## src/rtl/uva_check_pkg.sv

```systemverilog
// ---------------------------------------------------------------------------
// uva_check_pkg
// Shared types and helpers for the nibble checker slice.
//   state_t  : frame checker FSM states
//   NIB_W    : width of one received nibble
//   sat_inc  : saturating increment for statistics counters up to 32 bits
// ---------------------------------------------------------------------------
package uva_check_pkg;

  typedef enum logic [1:0] {
    IDLE  = 2'd0,
    SEED  = 2'd1,
    CHECK = 2'd2
  } state_t;

  localparam int NIB_W = 4;

  // Counters narrower than 32 bits are zero-extended by the caller; the
  // result saturates at 2^width-1.
  function automatic logic [31:0] sat_inc(input logic [31:0] val,
                                          input int unsigned width);
    logic [31:0] max_val;
    max_val = (width >= 32) ? 32'hFFFF_FFFF : ((32'd1 << width) - 32'd1);
    return (val >= max_val) ? max_val : (val + 32'd1);
  endfunction

endpackage

```

## src/rtl/uva_nibble_assembler.sv

```systemverilog
// ---------------------------------------------------------------------------
// uva_nibble_assembler
// Shifts nibbles MSB-first into a word register and tracks the nibble index.
//   clk_25Mz, rst_n : clock, async active-low reset
//   nib_en          : accept rx_nibble this cycle
//   clr             : rx_nibble is nibble 0 of a new word (frame sync)
//   rx_nibble       : incoming nibble
//   word_full       : this cycle carries the last nibble of a word
//   word_next       : word including this cycle's nibble, valid with word_full
// ---------------------------------------------------------------------------
module uva_nibble_assembler
  import uva_check_pkg::*;
#(
  parameter int WORD_NIBS = 4
) (
  input  logic                         clk_25Mz,
  input  logic                         rst_n,
  input  logic                         nib_en,
  input  logic                         clr,
  input  logic [NIB_W-1:0]             rx_nibble,
  output logic                         word_full,
  output logic [NIB_W*WORD_NIBS-1:0]   word_next
);

  localparam int WORD_W = NIB_W * WORD_NIBS;
  localparam int IDX_W  = (WORD_NIBS > 2) ? $clog2(WORD_NIBS) : 1;
  localparam logic [IDX_W-1:0] LAST_IDX = IDX_W'(WORD_NIBS - 1);

  logic [IDX_W-1:0]  idx_q;
  logic [WORD_W-1:0] word_q;

  assign word_next = {word_q[WORD_W-NIB_W-1:0], rx_nibble};
  // Full is judged on the old index even under clr, so the last nibble of a
  // frame can complete its word while also starting the next frame.
  assign word_full = nib_en && (idx_q == LAST_IDX);

  always_ff @(posedge clk_25Mz or negedge rst_n) begin
    if (!rst_n) begin
      idx_q  <= '0;
      word_q <= '0;
    end else if (nib_en) begin
      if (clr) begin
        idx_q  <= IDX_W'(1);
        word_q <= WORD_W'(rx_nibble);
      end else begin
        idx_q  <= (idx_q == LAST_IDX) ? '0 : idx_q + IDX_W'(1);
        word_q <= word_next;
      end
    end
  end

endmodule

```

## config.mk

```make
export PLATFORM = sky130hd
export DESIGN_NAME = uva_nibble_assembler
export DESIGN_NICKNAME = d
export VERILOG_FILES = /design/src/rtl/uva_check_pkg.sv /design/src/rtl/uva_nibble_assembler.sv
export SDC_FILE = /design/constraint.sdc
export NUM_CORES = 1
export LEC_CHECK = 0
export CORE_MARGIN = 2
export CORE_UTILIZATION = 46
export CTS_BUF_LIST = sky130_fd_sc_hd__clkbuf_4
export DETAILED_ROUTE_END_ITERATION = 8
export PLACE_DENSITY = 0.85
export SLEW_MARGIN = 10
export SYNTH_ARGS = -nofsm -noshare
export SYNTH_HDL_FRONTEND = slang
export SYNTH_SLANG_ARGS = --single-unit
```

## constraint.sdc

```tcl
create_clock -name clk_25Mz -period 2.8 [get_ports clk_25Mz]
set_clock_uncertainty 0.15 [all_clocks]
set_input_delay 0.42 -clock clk_25Mz [delete_from_list [all_inputs] [get_ports clk_25Mz]]
set_output_delay 0.42 -clock clk_25Mz [all_outputs]
set_load 0.01 [all_outputs]
```

## After elaboration in Yosys (flattened, before gate mapping)

Index checks and enable logic that the tools add are counted.

| cells by class | value |
|---|---|
| equality and inequality tests | 1 |
| mux-type cells | 3 |
| add/subtract/negate cells | 1 |
| reductions and logical operators | 1 |

Operators by type and width:

| cell | count |
|---|---|
| $mux W12 | 1 |
| $mux W2 | 2 |
| $add A2 B1 Y2 const B | 1 |
| $eq A2 B2 Y1 const B | 1 |
| $logic_and A1 B1 Y1 | 1 |

| word-level totals | value |
|---|---|
| input port bits | 8 |
| register bits | 14 |

## Depth between registers and ports, before layout

Gate-level depths: netlist of the first run.

| logic depth | value |
|---|---|
| depth after elaboration | 3 |
| depth in mapped cells | 4 |

## Least setup slack after synthesis of the first run

Ideal clock, no wire load.

| timing path | value |
|---|---|
| path type | input to output |
| start point | input port nib_en |
| end point | output port word_full |
| arrival time | 831 ps |
| path slack | 1399 ps |
| stages on the path | 3 |
| data required time | 2230 ps |
| cell sequence | buf_6 > buf_6 > and2_1 |

| between the ends | value |
|---|---|
| cells in the longest elaborated chain, start to end | 1 |

Ends and longest elaborated chain:

| element | RTL line | RTL |
|---|---|---|
| start: declaration | uva_nibble_assembler.sv:18 | `input logic nib_en,` |
| $logic_and A1 B1 Y1 | uva_nibble_assembler.sv:35 | `assign word_full = nib_en && (idx_q == LAST_IDX);` |
| end: declaration | uva_nibble_assembler.sv:21 | `output logic word_full,` |

No other way between the ends.

## Worst setup path in the final report of the first run

Same ends and word-level chain as after synthesis.

==> metrics.md, run 1 <==
| Metric | Value |
|---|---|
| Status | finished clean |
| Root buf cell | clkbuf_4 |
| Most frequent CP cell | clkdlybuf4s50_1 |
| Port Buf Inserts | 24 |
| Synth Register Bits | 14 |
| Synth Cell Area | 610.6 sq um |
| Post-Syn Nets | 57 |
| Clk buf depth | 2 |
| DIE HEIGHT | 40.43 microns |
| Detailed Place HPWL | 834.5 microns |
| RSZ-0062 raised after global routing | false |
| CP max-delay cell | clkdlybuf4s50_1 |
| Worst Setup End Kind | output port |
| Row count | 13 |
| Clock Pin Slew Worst Setup and Hold Paths | 90 ps |
| DR vias | 434 |
| Vias per cell | 5.047 |
| # IOs | 25 |
| Setup Buffers After CTS | 0 |
| H-tree depth | 1 |
| Layout area overhead | 39.34% |
| Layout cells sized above 1 | 14.08% |
| Antenna violations before repair | 0 |
| CTS tree | yes |
| Max Slew Vio Count | 0 |
| Most common cell after layout, fill and taps aside | clkdlybuf4s50_1 |
| Worst Hold Class | reg -> reg |
| PostCTS Resize Cnt | 0 |
| Initial core utilization | 48.13% |
| Synth warn | 0 |
| DRT antenna net count | 0 |
| Pleak | 0.3666 nW |
| Die area | 1635 sq um |
| Clock Sinks | 14 |
| Crit start category | input port |
| Power density over the cells | 528.5 nW/um^2 |
| Switch Pwr | 0.0001159 W |
| Maximum VDD drop | 0.2618 mV |
| Min Hold Slack | 339.5 ps |
| Sequential cell area fraction in the yosys report | 57.38% |
| Clock Latency Late Sink | 280 ps |
| First-pass GRT wire length | 1.752 mm |
| DR iter-0 viols | 4 |
| Post-layout nets | 81 |
| DRC | 0 |
| Total CTS buffers | 3 |
| Endpoints failing hold | 0 |
| Setup Viol. Count Final | 0 |
| Yosys cell types | 18 |
| Worst-path cell chain | clkdlybuf4s50_1 -> and2_1 -> clkdlybuf4s50_1 |
| Pint | 0.0003338 W |
| Largest net degree at the start of global routing | 17 |
| Final wirelength | 1.119 mm |
| GRT Total Usage | 18.12% |
| Crit path kind | in -> out |
| Grt ovf | 0 |
| Worst endpoint required time | 2230 ps |
| # diodes | 0 |
| First drt pass iteration count | 3 |
| Post-synth EDFFs | 0 |
| Top FF cell, synth | dfrtp_1 |
| Part of the power in the clock network | 25.8% |
| Part of the power in registers | 52.1% |
| Most frequent cells in the layout | clkdlybuf4s50_1, dfrtp_1, a22o_1, mux2_2 |
| Tcrit/Tclk final | 76.57% |
| Vias in the first global route | 422 |
| Minimum clock period | 2144 ps |
| Crit path DAT | 1570 ps |
| Total core area | 1269 sq um |
| Slew headroom | 59.16% |
| Final setup TNS | 0 ps |
| Fraction of registers with async set or reset after synthesis | 100.0% |
| Slew at the pin closest to its max-slew limit | 610.7 ps |
| Gate power share | 22.1% |
| Max Cap Viol | 0 |
| Final Wtd Congestion | 0.7159 |
| Sw Share | 25.77% |
| Mapped Avg Cell Area | 12.72 sq um |
| Crit path largest cell delay | 530 ps |
| DR WL/cell | 13.01 microns |
| Critical-path maximum fanout | 2 |
| Fmax | 0.4664 GHz |
| Hold buffer count at CTS | 0 |
| Instance count of the mapped netlist | 48 |
| Die X | 40.43 microns |
[power by group through the flow]
stage / clock network (W) / registers (W) / logic [W]
3_3_place_gp: 0 / 0.000238 / 0.0000977
3_5_place_dp: 0 / 0.000239 / 0.000101
4_1_cts: 0.000120 / 0.000235 / 0.000101
6_report: 0.000116 / 0.000234 / 0.0000992
2_1_floorplan: 0 / 0.000244 / 0.0000384
5_1_grt: 0.000129 / 0.000238 / 0.000108
[synthesized netlist by cell type (all sizes together) (2+ instances only)]
cell type,instances,area [sq um]
o21ai,3,15.01
nor2b,2,20.02
mux2,4,45.04
nand2b,2,12.51
dfrtp,14,350.3
buf,6,52.55
nand3b,3,22.52
a22o,4,35.03
inv,4,15.01
o31ai,2,15.01
[state kept, by name (all words and copies together), names as in the netlist]
| register | cells |
|---|---|
| word_q | 12 |
| idx_q | 2 |
[path summary, 6_finish.rpt]
| path | from | end | slack, ps | cells after the start |
|---|---|---|---|---|
| setup reg to reg | idx_q[0] | idx_q[1] | 1650 | 2 |
| max in group asynchronous | rst_n | word_q[7] | 1730 | 1 |
| hold / removal | word_q[10] | word_q[10] | 340 | 2 |
| hold reg to reg | word_q[10] | word_q[10] | 340 | 2 |
| min in group asynchronous | rst_n | word_q[2] | 360 | 1 |
| setup / recovery | nib_en | word_full | 660 | 3 |
[per-layer routing]
layer	GRT usage (%)	share of wire, %	vias to the layer above
met4	10.00	2.0	0
met3	8.333	6.3	2
met1	18.95	44	202
met2	29.76	47	19
met5	0	0	-
li1	-	-	211
[cell type report]
| type | instances | area [sq um] |
|---|---|---|
| clock buffer | 3 | 22.52 |
| timing repair buffer | 25 | 247.7 |
| inverter | 4 | 15.01 |
| sequential | 14 | 350.3 |
| fill | 125 | 417.9 |
| multi-input combinational | 24 | 192.7 |
| clock inverter | 1 | 3.754 |
| tap | 15 | 18.77 |
[logic make-up (layout without fill, tap and decap cells)]
kind of cell	after synthesis	after routing	share of synthesized area, %
buffers and inverters	10	33	11.06
and+or+nand+nor	9	9	10.66
AOI/OAI and AO/OA	10	10	11.47
adders and majority gates	1	1	2.049
DFF	14	14	57.38
muxes	4	4	7.377
[metrics by stage]
stage	worst slack (ps)	utilization (%)	power [W]	instance area, sq um	instances
after CTS	651.0	67.06	0.0004557	850.8	86
final	656.1	67.06	0.0004497	850.8	86
after detailed placement	651.0	64.99	0.0003395	824.5	82
after global placement	652.7	64.99	0.0003354	824.5	82
after global routing	613.5	67.06	0.0004752	850.8	86
after floorplan	1399	-	0.0002827	610.6	48
[critical path, delay by kind of cell]
family,cells,cell delay [ps]
buf+inv,2,1020
simple gates,1,140
No activity file was read; power rests on OpenSTA's default activity.
==> run 2: changes to the inputs <==
--- a/config.mk
+++ b/config.mk
@@ -6,10 +6,10 @@
 export NUM_CORES = 1
 export LEC_CHECK = 0
 export CORE_MARGIN = 2
-export CORE_UTILIZATION = 46
+export CORE_UTILIZATION = 43
 export CTS_BUF_LIST = sky130_fd_sc_hd__clkbuf_4
 export DETAILED_ROUTE_END_ITERATION = 8
-export PLACE_DENSITY = 0.85
+export PLACE_DENSITY = 0.8
 export SLEW_MARGIN = 10
 export SYNTH_ARGS = -nofsm -noshare
 export SYNTH_HDL_FRONTEND = slang
==> constraint.sdc (replaced) <==
create_clock -name clk_25Mz -period 2 [get_ports clk_25Mz]
set_clock_uncertainty 0.15 [all_clocks]
set_input_delay 0.3 -clock clk_25Mz [delete_from_list [all_inputs] [get_ports clk_25Mz]]
set_output_delay 0.3 -clock clk_25Mz [all_outputs]
set_load 0.01 [all_outputs]
==> metrics.md, run 2 (synthesized netlist as in run 1, its figures left out) <==
| Metric | Value |
|---|---|
| # diodes | 0 (unchanged) |
| Status | finished clean |
| Largest regs | word_q x12, idx_q x2 |
| GRT Total Usage | 13.26% (-4.9 points) |
| Post-layout nets | 81 (unchanged) |
| Final setup TNS | 0 ps (unchanged) |
| Slew headroom | 60.70% (+1.5 points) |
| CTS tree | yes |
| Setup slack after layout | 104.0 ps (-552.1 ps) |
| Minimum clock period | 1896 ps |
| Clock Latency Late Sink | 270 ps (about the same) |
| DRC | 0 (unchanged) |
| Total core area | 1318 sq um (+3.8%) |
| Multi-input logic area | 192.7 sq um (unchanged) |
| PostCTS Resize Cnt | 0 (unchanged) |
| Root buf cell | clkbuf_4 |
| Part of the power in registers | 53.4% (+1.3 points) |
| Antenna violations before repair | 0 (unchanged) |
| Grt ovf | 0 (unchanged) |
| Pleak | 0.3651 nW (-0.43%) |
| # fillers | 97 (-22%) |
| Crit path DAT | 1450 ps (-120 ps) |
| Met3 WL | 50 microns (-30%) |
| Final wirelength | 1.044 mm (-6.7%) |
| DR WL/cell | 12.28 microns (-5.6%) |
| Vias per cell | 5.035 (-0.22%) |
| Max Slew Vio Count | 0 (unchanged) |
| Setup Viol. Count Final | 0 (unchanged) |
| Worst Setup End Kind | output port |
| Setup Buffers After CTS | 0 (unchanged) |
| Placed cell count | 82 (unchanged) |
| Die area | 1737 sq um (+6.3%) |
| Final Wtd Congestion | 0.7381 (+3.1%) |
| First-pass GRT wire length | 1.773 mm (+1.2%) |
| H-tree depth | 1 (unchanged) |
| Crit path largest cell delay | 460 ps (-70 ps) |
| Gate power share | 22.5% (+0.4 points) |
| Tcrit/Tclk final | 94.80% |
| DRT antenna net count | 0 (unchanged) |
| First drt pass iteration count | 4 (+1) |
| Switch Pwr | 0.0001510 W (+30%) |
| Detailed Place HPWL | 816.8 microns (-2.1%) |
| Maximum VDD drop | 0.5543 mV (+110%) |
| Vias in the first global route | 425 (+0.71%) |
| Most frequent cells in the layout | clkdlybuf4s50_1, dfrtp_1, a22o_1, mux2_2 |
| Worst endpoint required time | 1550 ps (-680 ps) |
| Clock Sinks | 14 (unchanged) |
| Layout cells sized above 1 | 14.29% (+0.20 points) |
| Part of the power in the clock network | 24.1% (-1.7 points) |
| Min Hold Slack | 250.9 ps (-88.55 ps) |
| DR vias | 428 (-1.4%) |
| Port Buf Inserts | 24 (unchanged) |
| RSZ-0062 raised after global routing | false |
| Most common cell after layout, fill and taps aside | clkdlybuf4s50_1 |
| Clk buf depth | 2 (unchanged) |
| Worst-path cell chain | ha_1 -> and2_1 -> clkdlybuf4s50_1 |
| Sw Share | 24.53% (-1.2 points) |
| Total CTS buffers | 3 (unchanged) |
| Crit start category | flip-flop |
| Pint | 0.0004645 W (+39%) |
| Worst Hold Class | in -> async |
| Largest net degree at the start of global routing | 17 (unchanged) |
| Initial core utilization | 46.34% (-1.8 points) |
| Endpoints failing hold | 0 (unchanged) |
| Critical-path maximum fanout | 3 (+1) |
| Clock Pin Slew Worst Setup and Hold Paths | 80 ps (about the same) |
| Seq. cell area | 350.3 sq um (unchanged) |
| # IOs | 25 (unchanged) |
| DIE HEIGHT | 41.68 microns (+3.1%) |
| M1 wire length | 492 microns (-1.0%) |
| Largest Register | word_q |
| Hold buffer count at CTS | 0 (unchanged) |
| Post-route insts no fill | 85 (-1.2%) |
| Die X | 41.68 microns (+3.1%) |
| Met2 wire length | 501 microns (-4.9%) |
| Fmax | 0.5274 GHz |
| Layout area overhead | 38.73% |
| Pre-CTS WS | 105.2 ps (-545.9 ps) |
| Power density over the cells | 726.6 nW/um^2 (+37%) |
| Max layer used | met3 |
| Crit path kind | reg -> out |
| Number of flip-flops under the largest register name | 12 (unchanged) |
| DR iter-0 viols | 2 (-2) |
| Row count | 13 (unchanged) |
| Slew at the pin closest to its max-slew limit | 587.6 ps (-23.12 ps) |
| Max Cap Viol | 0 (unchanged) |
| CP max-delay cell | clkdlybuf4s50_1 |
-- run 2: cell count changes in the layout (fill, tap and decap cells not counted) --
cell / delta
clkinv_1: -1
-- run 2: layer usage --
metal	up-vias	GRT usage (%)
met2	15	19.38
li1	206	-
met4	0	3.871
met5	-	0
met3	0	4.783
met1	207	18.52
-- run 2: critical path, delay by kind of cell (launching register included) --
| kind | cells | cell delay, ps |
|---|---|---|
| DFF | 1 | 400 |
| buffers and inverters | 1 | 460 |
| and+or+nand+nor | 1 | 130 |
| adders and majority gates | 1 | 190 |
-- run 2: stage by stage --
stage / utilization [%] / cell area, sq um / total power (W)
floorplan: - / 610.6 / 0.0003958
global placement: 62.58 / 824.5 / 0.0004710
detailed placement: 62.58 / 824.5 / 0.0004742
CTS: 64.29 / 847.1 / 0.0006223
global route: 64.29 / 847.1 / 0.0006481
finish: 64.29 / 847.1 / 0.0006154
-- run 2: final cells by class --
type | instances | share of cell area [%]
Clock buffer | 3 | 2.659
Tap cell | 15 | 2.216
Inverter | 4 | 1.773
Multi-Input combinational cell | 24 | 22.75
Sequential cell | 14 | 41.36
Timing Repair Buffer | 25 | 29.25
-- run 2: path summary, 6_finish.rpt --
| path | from | end | slack [ps] | depth (start not counted) |
|---|---|---|---|---|
| max in group asynchronous | rst_n | word_q[7] | 1070 | 1 |
| setup / recovery | idx_q[0] | word_full | 100 | 3 |
| hold / removal | rst_n | word_q[1] | 250 | 1 |
| min in group clk_25Mz | word_q[9] | word_q[9] | 350 | 2 |
| hold reg to reg | word_q[9] | word_q[9] | 350 | 2 |
| setup reg to reg | idx_q[0] | idx_q[1] | 850 | 2 |
-- run 2: power by group through the flow --
stage | clock (W) | sequential, W | combinational, W
global placement | 0 | 0.000332 | 0.000139
CTS | 0.000153 | 0.000329 | 0.000141
finish | 0.000148 | 0.000329 | 0.000138
detailed placement | 0 | 0.000334 | 0.000140
global route | 0.000165 | 0.000332 | 0.000151
floorplan | 0 | 0.000342 | 0.0000537
